`config.mk`:
```
export PLATFORM = sky130hd
export DESIGN_NAME = fa_seq_nb_flat
export DESIGN_NICKNAME = d
export VERILOG_FILES = /design/src/rtl/fa_seq_nb_if.sv /design/src/rtl/fa_seq_nb.sv /design/src/flat_wrapper.sv
export SDC_FILE = /design/constraint.sdc
export NUM_CORES = 1
export LEC_CHECK = 0
export BUFFER_PORTS_ARGS = -buffer_cell sky130_fd_sc_hd__buf_4
export CORE_MARGIN = 1
export CORE_UTILIZATION = 41
export CTS_BUF_LIST = sky130_fd_sc_hd__clkbuf_2 sky130_fd_sc_hd__clkbuf_4 sky130_fd_sc_hd__clkbuf_8
export DETAILED_ROUTE_END_ITERATION = 10
export PLACE_DENSITY = 0.62
export SYNTH_ARGS = -nofsm -noshare
export SYNTH_HDL_FRONTEND = slang
export SYNTH_SLANG_ARGS = --single-unit
```
`constraint.sdc`:
```
create_clock -name clk -period 2.25 [get_ports clk]
set_input_delay 0.3375 -clock clk [delete_from_list [all_inputs] [get_ports clk]]
set_output_delay 0.3375 -clock clk [all_outputs]
set_load 0.01 [all_outputs]
```
`src/rtl/fa_seq_nb_if.sv`:
```
// Request/result bundle for the multi-cycle adder fa_seq_nb.
// Optional subtract select is present only when FA_SUB_EN is defined.
//
// Handshake: start is sampled only while the adder is idle (busy=0). An
// accepted start captures a/b/cin (and sub). busy stays high for the whole
// add. done pulses for exactly one cycle on the edge where sum/cout update.
// start seen while busy=1 is ignored. start in the done cycle is accepted.
interface fa_seq_nb_if #(
    parameter int WIDTH = 32
);
    logic             start;
    logic [WIDTH-1:0] a;
    logic [WIDTH-1:0] b;
    logic             cin;
`ifdef FA_SUB_EN
    logic             sub;
`endif
    logic             busy;
    logic             done;
    logic [WIDTH-1:0] sum;
    logic             cout;

    // Requester side: drives the operands, observes the result.
    modport master (
`ifdef FA_SUB_EN
        output sub,
`endif
        output start, a, b, cin,
        input  busy, done, sum, cout
    );

    // Adder side: consumes the operands, produces the result.
    modport slave (
`ifdef FA_SUB_EN
        input  sub,
`endif
        input  start, a, b, cin,
        output busy, done, sum, cout
    );
endinterface

```
`src/rtl/fa_seq_nb.sv`:
```
// fa_seq_nb: parametrised multi-cycle adder. It adds CHUNK bits per clock
// and carries between cycles through a register. The result lands
// NCHUNK = WIDTH/CHUNK cycles after start is accepted.
// Optional feature macro: FA_SUB_EN adds subtraction (a - b) via the sub input.
// WIDTH must be a multiple of CHUNK.
// state_dbg exposes the FSM state: 0 = IDLE, 1 = RUN.
module fa_seq_nb #(
    parameter int WIDTH = 32,
    parameter int CHUNK = 8
) (
    input  logic        clk,
    input  logic        rst,
    fa_seq_nb_if.slave  bus,
    output logic        state_dbg
);
    localparam int NCHUNK = WIDTH / CHUNK;
    localparam int IDXW   = (NCHUNK > 1) ? $clog2(NCHUNK) : 1;
    localparam logic [IDXW-1:0] LAST_IDX = IDXW'(NCHUNK - 1);

    typedef enum logic {
        IDLE = 1'b0,
        RUN  = 1'b1
    } state_t;

    state_t           state;
    state_t           next_state;
    logic             accept;
    logic             finish;

    // Operands shift right one chunk per RUN cycle.
    // The current chunk is therefore always in the low CHUNK bits.
    logic [WIDTH-1:0] a_q;
    logic [WIDTH-1:0] b_q;
    logic             carry_q;
    logic [IDXW-1:0]  idx_q;
    // Chunk results enter at the top and shift down.
    // After NCHUNK steps, every chunk sits in its final position.
    logic [WIDTH-1:0] part_q;

    logic [CHUNK:0]   add_w;
    logic [WIDTH-1:0] part_next;

    logic             done_q;
    logic [WIDTH-1:0] sum_q;
    logic             cout_q;

    // State register; reset aborts any add in progress.
    always_ff @(posedge clk) begin
        if (rst) begin
            state <= IDLE;
        end else begin
            state <= next_state;
        end
    end

    // Next-state decode: accept start in IDLE, finish on the last chunk.
    always_comb begin
        next_state = state;
        accept     = 1'b0;
        finish     = 1'b0;
        case (state)
            IDLE: begin
                if (bus.start) begin
                    accept     = 1'b1;
                    next_state = RUN;
                end
            end
            RUN: begin
                if (idx_q == LAST_IDX) begin
                    finish     = 1'b1;
                    next_state = IDLE;
                end
            end
            default: next_state = IDLE;
        endcase
    end

    // One chunk of the addition, plus the partial result with that chunk merged in.
    always_comb begin
        add_w     = (CHUNK+1)'(a_q[CHUNK-1:0]) + (CHUNK+1)'(b_q[CHUNK-1:0])
                  + (CHUNK+1)'(carry_q);
        part_next = (part_q >> CHUNK) | (WIDTH'(add_w[CHUNK-1:0]) << (WIDTH - CHUNK));
    end

    // Datapath: capture operands on accept, step one chunk per RUN cycle,
    // publish the result on the finishing edge.
    always_ff @(posedge clk) begin
        if (rst) begin
            a_q     <= '0;
            b_q     <= '0;
            carry_q <= 1'b0;
            idx_q   <= '0;
            part_q  <= '0;
            done_q  <= 1'b0;
            sum_q   <= '0;
            cout_q  <= 1'b0;
        end else begin
            done_q <= 1'b0;
            if (accept) begin
                a_q   <= bus.a;
                idx_q <= '0;
`ifdef FA_SUB_EN
                // Subtract as a + ~b + 1; cout=1 then means no borrow.
                b_q     <= bus.sub ? ~bus.b : bus.b;
                carry_q <= bus.sub ? 1'b1 : bus.cin;
`else
                b_q     <= bus.b;
                carry_q <= bus.cin;
`endif
            end else if (state == RUN) begin
                a_q     <= a_q >> CHUNK;
                b_q     <= b_q >> CHUNK;
                carry_q <= add_w[CHUNK];
                part_q  <= part_next;
                idx_q   <= idx_q + IDXW'(1);
                if (finish) begin
                    sum_q  <= part_next;
                    cout_q <= add_w[CHUNK];
                    done_q <= 1'b1;
                end
            end
        end
    end

    // busy follows the state directly, so it rises the cycle after accept.
    always_comb begin
        bus.busy  = (state == RUN);
        bus.done  = done_q;
        bus.sum   = sum_q;
        bus.cout  = cout_q;
        state_dbg = state;
    end
endmodule

```
`src/flat_wrapper.sv`:
```
// flat-port wrapper written by rule: the top's interface ports become plain ports
module fa_seq_nb_flat 
#(
    parameter int WIDTH = 32,
    parameter int CHUNK = 8
)
  (clk, rst, state_dbg, bus_start, bus_a, bus_b, bus_cin, bus_busy, bus_done, bus_sum, bus_cout);
  fa_seq_nb_if #(.WIDTH(WIDTH)) bus_i ();
  input  logic clk;
  input  logic rst;
  output logic state_dbg;
  input wire logic [$bits(bus_i.start)-1:0] bus_start;
  input wire logic [$bits(bus_i.a)-1:0] bus_a;
  input wire logic [$bits(bus_i.b)-1:0] bus_b;
  input wire logic [$bits(bus_i.cin)-1:0] bus_cin;
  output wire logic [$bits(bus_i.busy)-1:0] bus_busy;
  output wire logic [$bits(bus_i.done)-1:0] bus_done;
  output wire logic [$bits(bus_i.sum)-1:0] bus_sum;
  output wire logic [$bits(bus_i.cout)-1:0] bus_cout;
  assign bus_i.start = bus_start;
  assign bus_i.a = bus_a;
  assign bus_i.b = bus_b;
  assign bus_i.cin = bus_cin;
  assign bus_busy = bus_i.busy;
  assign bus_done = bus_i.done;
  assign bus_sum = bus_i.sum;
  assign bus_cout = bus_i.cout;
  fa_seq_nb #(.WIDTH(WIDTH), .CHUNK(CHUNK)) u_core (.clk(clk), .rst(rst), .bus(bus_i), .state_dbg(state_dbg));
endmodule
```
# Yosys cells after proc, flatten, opt, wreduce, memory -nomap -nowiden
# Index checks and enable logic that the tools add are counted.
[totals]
register_bits = 134
in_bits = 68
output_inout_bits = 36
word_cells = 34
[classes]
add_sub_neg = 3
eq_ne = 1
muxes = 13
n_bitwise = 3
reduce_logical = 5
[ops]
columns = ["cell", "count"]
rows = [
  ["$mux 32", 4],
  ["$or 24x32->32", 1],
  ["$add 8x8->9", 1],
  ["$add 9x1->9", 1],
  ["$mux 1", 8],
  ["$reduce_and 3->1", 1],
  ["$reduce_or 3->1", 1],
  ["$add 2x1->2 const B", 1],
  ["$eq 2x2->1 const B", 1],
  ["$not 1->1", 2],
  ["$pmux 1 s2", 1],
  ["$reduce_and 2->1", 1],
  ["$reduce_bool 2->1", 1],
  ["$reduce_or 2->1", 1],
]

# Longest topological paths before layout
# Gate-level depths: netlist (run 1).
[depth]
depth_word = 4
ltp_mapped = 7
depth_no_buf = 6

# Worst setup path after synthesis (run 1)
# No wires, ideal clock.
[synth_path]
kind = "reg-to-reg"
from = "reg u_core.carry_q"
to = "reg u_core.part_q[30]"
setup_time_ns = 0.062
arrival_ns = 2.062
t_required_ns = 2.188
slack_ns = 0.126
path_stages_with_launch = 7
n_path_buf = 0
synth_period_minus_slack_ns = 2.124
cell_sequence = "dfxtp_1 > fa_1 > fa_1 > a211oi_1 > o21ai_0 > a2111oi_0 > nand3b_1"
[synth_between]
elab_chain_len = 2
[synth_rtl]
columns = ["element", "line", "text"]
rows = [
  ["from (decl)", "fa_seq_nb.sv:34", "logic carry_q;"],
  ["from (signal assigned)", "fa_seq_nb.sv:108", "carry_q <= bus.cin;"],
  ["from (signal assigned)", "fa_seq_nb.sv:113", "carry_q <= add_w[CHUNK];"],
  ["$add 9x1->9", "fa_seq_nb.sv:81", "+ (CHUNK+1)'(carry_q);"],
  ["$or 24x32->32", "fa_seq_nb.sv:82", "part_next = (part_q >> CHUNK) | (WIDTH'(add_w[CHUNK-1:0]) << (WIDTH - CHUNK));"],
  ["to (signal assigned)", "fa_seq_nb.sv:114", "part_q <= part_next;"],
  ["to (decl)", "fa_seq_nb.sv:38", "logic [WIDTH-1:0] part_q;"],
]
# No other way between the ends.
# A chain may end at the register's enable or synchronous reset.

# Final worst setup path (run 1)
# Same ends and word-level chain as after synthesis.

==> results_dict.tcl, run 1 <==
set metrics [dict create \
    die_h_um 115 \
    critPathMaxStageDelay_ns 0.47 \
    ys_async_sr_fraction 0 \
    worstPathArrival_ns 2.52 \
    grt_pass1_wl_um 19900 \
    stdcell_count 823 \
    final_area_mm2 0.00652 \
    period_share 0.952 \
    synthTopCellsByArea "dfxtp_1 (48%), mux2i_1 (16%), nor2_1 (9.9%), a21oi_1 (5.2%), a22o_1 (4.5%)" \
    hp-class "in -> reg" \
    antenna_found_initial 0 \
    syn_nets 630 \
    numCtsBuffers 17 \
    placed_area_mm2 0.00612 \
    viasPerCell 5.15 \
    wl_per_cell_um 14.7 \
    maxSlewHeadroom 0.523 \
    htree_num_levels 4 \
    synth_top_area_share 0.484 \
    drt_iter0_drc 312 \
    drv_cap 0 \
    place.port_buffers 103 \
    gr-total-overflow 0 \
    rows 40 \
    dieArea_mm2 0.0132 \
    syn_avg_cell_area_um2 9.45 \
    rsz0062_at_grt "no" \
    dpl.cell_count 791 \
    netlist_instances 552 \
    clk_latency_ns 0.44 \
    cts_setup_buffers 0 \
    setup_violations 0 \
    dr_total_vias 4237 \
    worstMarginPinSlew_ns 0.716 \
    tns_ns 0 \
    root_buffer "clkbuf_8" \
    vdd_ir_drop_max_v 0.000506 \
    route.detailed.drc 0 \
    skew_ns 0.0101 \
    dpl_worst_slack_ns -0.0306 \
    ys_seq_elements 126 \
    total_power_mw 4.89 \
    start_kind "flip-flop" \
    final_hold_viol_count 0 \
    crit_fanout 3 \
    layout_common_cells "nor2_1 (137), dfxtp_1 (125), buf_4 (109)" \
    finalCriticalPeriod_ns 2.14 \
    setup_slack_ns 0.108 \
    wl_um 12100 \
    post-route-util 0.534 \
    routabilityCongestion 0.883 \
    yosysTopAreaCell "dfxtp_1" \
    dr.pass1.iters 4 \
    core_area_mm2 0.0122 \
    final_common_cell "nor2_1" \
    critPathCaptureType "flip-flop" \
    grt_max_degree 100 \
    cts_tree "yes" \
    critPathSlowestCell "fa_1" \
    critPathRequiredTime_ns 2.63 \
    status "finished, final reports clean" \
    worst_hold_slack_ns 0.132 \
    fmax_mhz 467 \
    synth-seq-area-share 0.484 \
    grtUsageTotal 0.195 \
    drive_gt1_frac 0.238 \
    leakage_nw 2.95 \
    clk_pin_slew_ns 0.08 \
    start_util 0.427 \
    ys_dominant_reg_cell "dfxtp_1" \
    num_antenna_cells 0 \
    cts_sinks 126 \
    post_synth_num_cell_types 49 \
    place_hpwl_um 8250 \
    drv_slew 0 \
    critical_path_class "reg -> reg" \
    crit_path_cell_trace "fa_1 > fa_2 > a211oi_2 > o21ai_1 > a2111oi_1 > nand3b_1" \
    antenna_left 0 \
    power.density_mw_per_mm2 750 \
    ios 104 \
    nets 720 \
    area_growth_pct 25.0 \
    clockBufferDepth 2 \
    ys_warn_count 0 \
    holdBufCountCts 0 \
    die_width_um 115 \
    first_global_vias 3990 \
    syn_area_mm2 0.00522 \
    synth-edff-count 0 \
]
## flip-flops by register name, summed over array words and instances, names as in the netlist
signal and count:
u_core.bus.busy 1, u_core.b_q 32, u_core.carry_q 1, u_core.idx_q 2, u_core.bus.cout 1, u_core.a_q 32
u_core.bus.done 1, u_core.bus.sum 32, u_core.part_q 24
## final timing paths
path | end | start | cells after the start | slack [ns]
setup / recovery | u_core.part_q[30] | u_core.carry_q | 6 | 0.11
hold / removal | u_core.a_q[30] | bus_a[30] | 3 | 0.13
setup reg to reg | u_core.part_q[30] | u_core.carry_q | 6 | 0.11
hold reg to reg | u_core.bus.sum[2] | u_core.part_q[10] | 1 | 0.47
## worst max-delay path: cells and delay by family (launching register included)
family                     cells  cell delay (ns)
adders and majority gates      2             0.86
DFF                            1             0.33
and+or+nand+nor                1             0.15
AOI/OAI and AO/OA              3             0.74
## power by group
group | internal [mW] | switching, mW | leakage (nW)
Clock | 0.998 | 0.975 | 0.187
Combinational | 0.255 | 0.290 | 1.73
Sequential | 2.31 | 0.0597 | 1.03
## kinds of logic after synthesis
kind of cell | synth area share
DFF | 0.484
and+or+nand+nor | 0.131
muxes | 0.157
buffers and inverters | 0.0432
adders and majority gates | 0.0269
xor gates and xnor gates | 0.00336
AOI/OAI and AO/OA | 0.155
## cell usage after synthesis (all sizes together), types with 3 or more instances
cell	n
clkbuf	10
nor2	137
a21o	5
a211oi	5
nand3	7
buf	31
nand2	7
o21ai	5
a21oi	54
nor3	3
inv	6
mux2i	82
o21a	3
ha	8
a22o	27
dfxtp	126
## cell type report
class / instances / area (µm²)
fill: 1178 / 5690
sequential: 126 / 2530
multi-input combinational: 377 / 2480
timing repair buffer: 112 / 878
clock buffer: 17 / 234
tap: 168 / 210
clock inverter: 15 / 163
inverter: 8 / 30.0
## per-layer routing
metal	routed length, µm	global-route usage	up-vias
li1	-	-	2126
met1	5510	0.248	1983
met2	5650	0.308	104
met3	666	0.0596	24
met4	290	0.0857	0
met5	0	0	-
## repair_timing
item,4_1_cts,5_1_grt
endpoints found under the setup margin,2,2
gates resized for setup,1,3
pin swaps,1,0
cloned,0,0
(Power assumes the default switching activity.)
==> inputs of run 2 (changes only) <==
--- a/config.mk
+++ b/config.mk
@@ -8,7 +8,9 @@
 export BUFFER_PORTS_ARGS = -buffer_cell sky130_fd_sc_hd__buf_4
+export CELL_PAD_IN_SITES_DETAIL_PLACEMENT = 0
+export CELL_PAD_IN_SITES_GLOBAL_PLACEMENT = 2
 export CORE_MARGIN = 1
-export CORE_UTILIZATION = 41
+export CORE_UTILIZATION = 31
 export CTS_BUF_LIST = sky130_fd_sc_hd__clkbuf_2 sky130_fd_sc_hd__clkbuf_4 sky130_fd_sc_hd__clkbuf_8
 export DETAILED_ROUTE_END_ITERATION = 10
-export PLACE_DENSITY = 0.62
+export PLACE_DENSITY = 0.74
 export SYNTH_ARGS = -nofsm -noshare
==> constraint.sdc (replaced) <==
create_clock -name clk -period 2.25 [get_ports clk]
set_input_delay 0.45 -clock clk [delete_from_list [all_inputs] [get_ports clk]]
set_output_delay 0.45 -clock clk [all_outputs]
set_load 0.01 [all_outputs]
==> run 2 against run 1 <==
Clock skew about the same. Wire length rose by 8.2%. Clock-buffer cell count rose by 6. Clock power grew 8%. Combinational power barely moved. Die area up 32%. First-iteration DRC count decreased by 47%. Core utilization down 13 points. Worst hold slack improved by 0.11 ns. Sequential power hardly changed. Non-clock buffer count grew 4. Critical path type unchanged. Critical endpoint is now u_core.part_q[28]. Highest routed layer unchanged.
==> results_dict.tcl, run 2 (synthesized netlist as in run 1, its figures left out) <==
set metrics [dict create \
    status "finished, final reports clean" \
    routabilityCongestion 0.820 \
    setup_violations 0 \
    drv_cap 0 \
    cts_tree "yes" \
    cts_setup_buffers 0 \
    fmax_mhz 458 \
    first_global_vias 3869 \
    critical_path_class "reg -> reg" \
    final_common_cell "nor2_1" \
    vdd_ir_drop_max_v 0.000403 \
    critPathCaptureType "flip-flop" \
    grt_max_degree 81 \
    num_antenna_cells 0 \
    maxSlewHeadroom 0.472 \
    rows 47 \
    holdBufCountCts 0 \
    period_share 0.970 \
    switchingPower_mw 1.24 \
    wl_per_cell_um 14.9 \
    dieArea_mm2 0.0173 \
    clockBufferDepth 2 \
    cts_sinks 126 \
    final_hold_viol_count 0 \
    rsz0062_at_grt "no" \
    worstPathArrival_ns 2.51 \
    area_growth_pct 27.5 \
    numCtsBuffers 17 \
    crit_fanout 3 \
    die_h_um 132 \
    ios 104 \
    dr_total_vias 4125 \
    route.detailed.drc 0 \
    drive_gt1_frac 0.241 \
    antenna_found_initial 0 \
    grt_pass1_wl_um 20800 \
    die_width_um 132 \
    place.port_buffers 103 \
    htree_num_levels 4 \
    hp-class "in -> reg" \
    min_from "bus_b[29]" \
    finalCriticalPeriod_ns 2.18 \
    gr-total-overflow 0 \
    tns_ns 0 \
    viasPerCell 4.69 \
    clkPwrFrac 0.421 \
    leakage_nw 3.00 \
    clk_pin_slew_ns 0.07 \
    worstMarginPinSlew_ns 0.791 \
    wl_um 13100 \
    root_buffer "clkbuf_8" \
    pwr-share-comb 0.108 \
    power.density_mw_per_mm2 760 \
    place_hpwl_um 9040 \
    r2r_setup_slack_ns 0.07 \
    hold_end "u_core.b_q[29]" \
    hold_depth 3 \
    r2r-end "u_core.part_q[28]" \
    grtUsageTotal 0.155 \
    switching_share 0.246 \
    post-route-util 0.403 \
    critPathRequiredTime_ns 2.58 \
    pwr-share-seq 0.471 \
    skew_ns 0.0102 \
    dr.pass1.iters 4 \
    drv_slew 0 \
    antenna_left 0 \
    clk_latency_ns 0.44 \
    start_kind "flip-flop" \
    cellInternalPower_mw 3.81 \
    worst_r2r_path_depth 7 \
    total_power_mw 5.06 \
    start_util 0.316 \
    layout_common_cells "nor2_1 (137), dfxtp_1 (125), buf_4 (113)" \
    nets 724 \
    reg2reg_from "u_core.carry_q" \
    core_area_mm2 0.0165 \
    drt_iter0_drc 166 \
]
run 2: layer usage:
| metal | wire length, µm | vias to the layer above | GRT usage |
|---|---|---|---|
| li1 | - | 2124 | - |
| met1 | 6010 | 1877 | 0.194 |
| met2 | 6060 | 108 | 0.242 |
| met3 | 847 | 16 | 0.0509 |
| met4 | 199 | 0 | 0.0659 |
| met5 | 0 | - | 0 |
run 2: final cells by class:
cell class	instances	area [µm²]
clock buffer	23	304
fill	1694	9870
clock inverter	9	133
timing repair buffer	116	908
tap	220	275
inverter	8	30.0
sequential	126	2530
multi-input combinational	377	2470
run 2: worst max path at each step:
stage                              start                 to  slack [ns]  cells past startpoint
after floorplan           u_core.carry_q  u_core.part_q[30]        0.13                      6
after global placement    u_core.carry_q  u_core.part_q[28]        0.05                      7
after detailed placement  u_core.carry_q  u_core.part_q[30]      -0.006                      6
after CTS                 u_core.carry_q  u_core.part_q[30]       0.004                      6
after global routing      u_core.carry_q  u_core.part_q[28]        0.01                      7
final                     u_core.carry_q  u_core.part_q[28]        0.07                      7
run 2: power by group through the flow:
stage | Combinational [mW] | Clock (mW) | Sequential [mW]
after floorplan | 0.373 | 0 | 2.40
after CTS | 0.547 | 2.20 | 2.39
final | 0.544 | 2.13 | 2.38
after detailed placement | 0.544 | 0 | 2.44
after global routing | 0.603 | 2.31 | 2.39
after global placement | 0.540 | 0 | 2.43
run 2: metrics by stage:
stage	setup WS (ns)	hold WS, ns	std cells	instance area (µm²)
6_report	0.0675	0.244	879	6650
5_1_grt	0.0140	0.215	879	6650
4_1_cts	0.00431	0.215	879	6650
3_5_place_dp	-0.00559	0.444	847	6210
3_3_place_gp	0.0455	0.449	847	6210
2_1_floorplan	0.126	0.442	552	5220
run 2: repair_timing:
item	in CTS	in global routing
pin swaps	1	0
gates resized for setup	0	3
setup endpoints to repair	1	5
run 2: worst max-delay path, cell delays in order (launching register included):
cell and delay (ns):
dfxtp_1 0.33, fa_1 0.47, fa_2 0.37, buf_4 0.15, a21o_1 0.16, a21o_1 0.21
xnor2_1 0.15, a31o_2 0.24
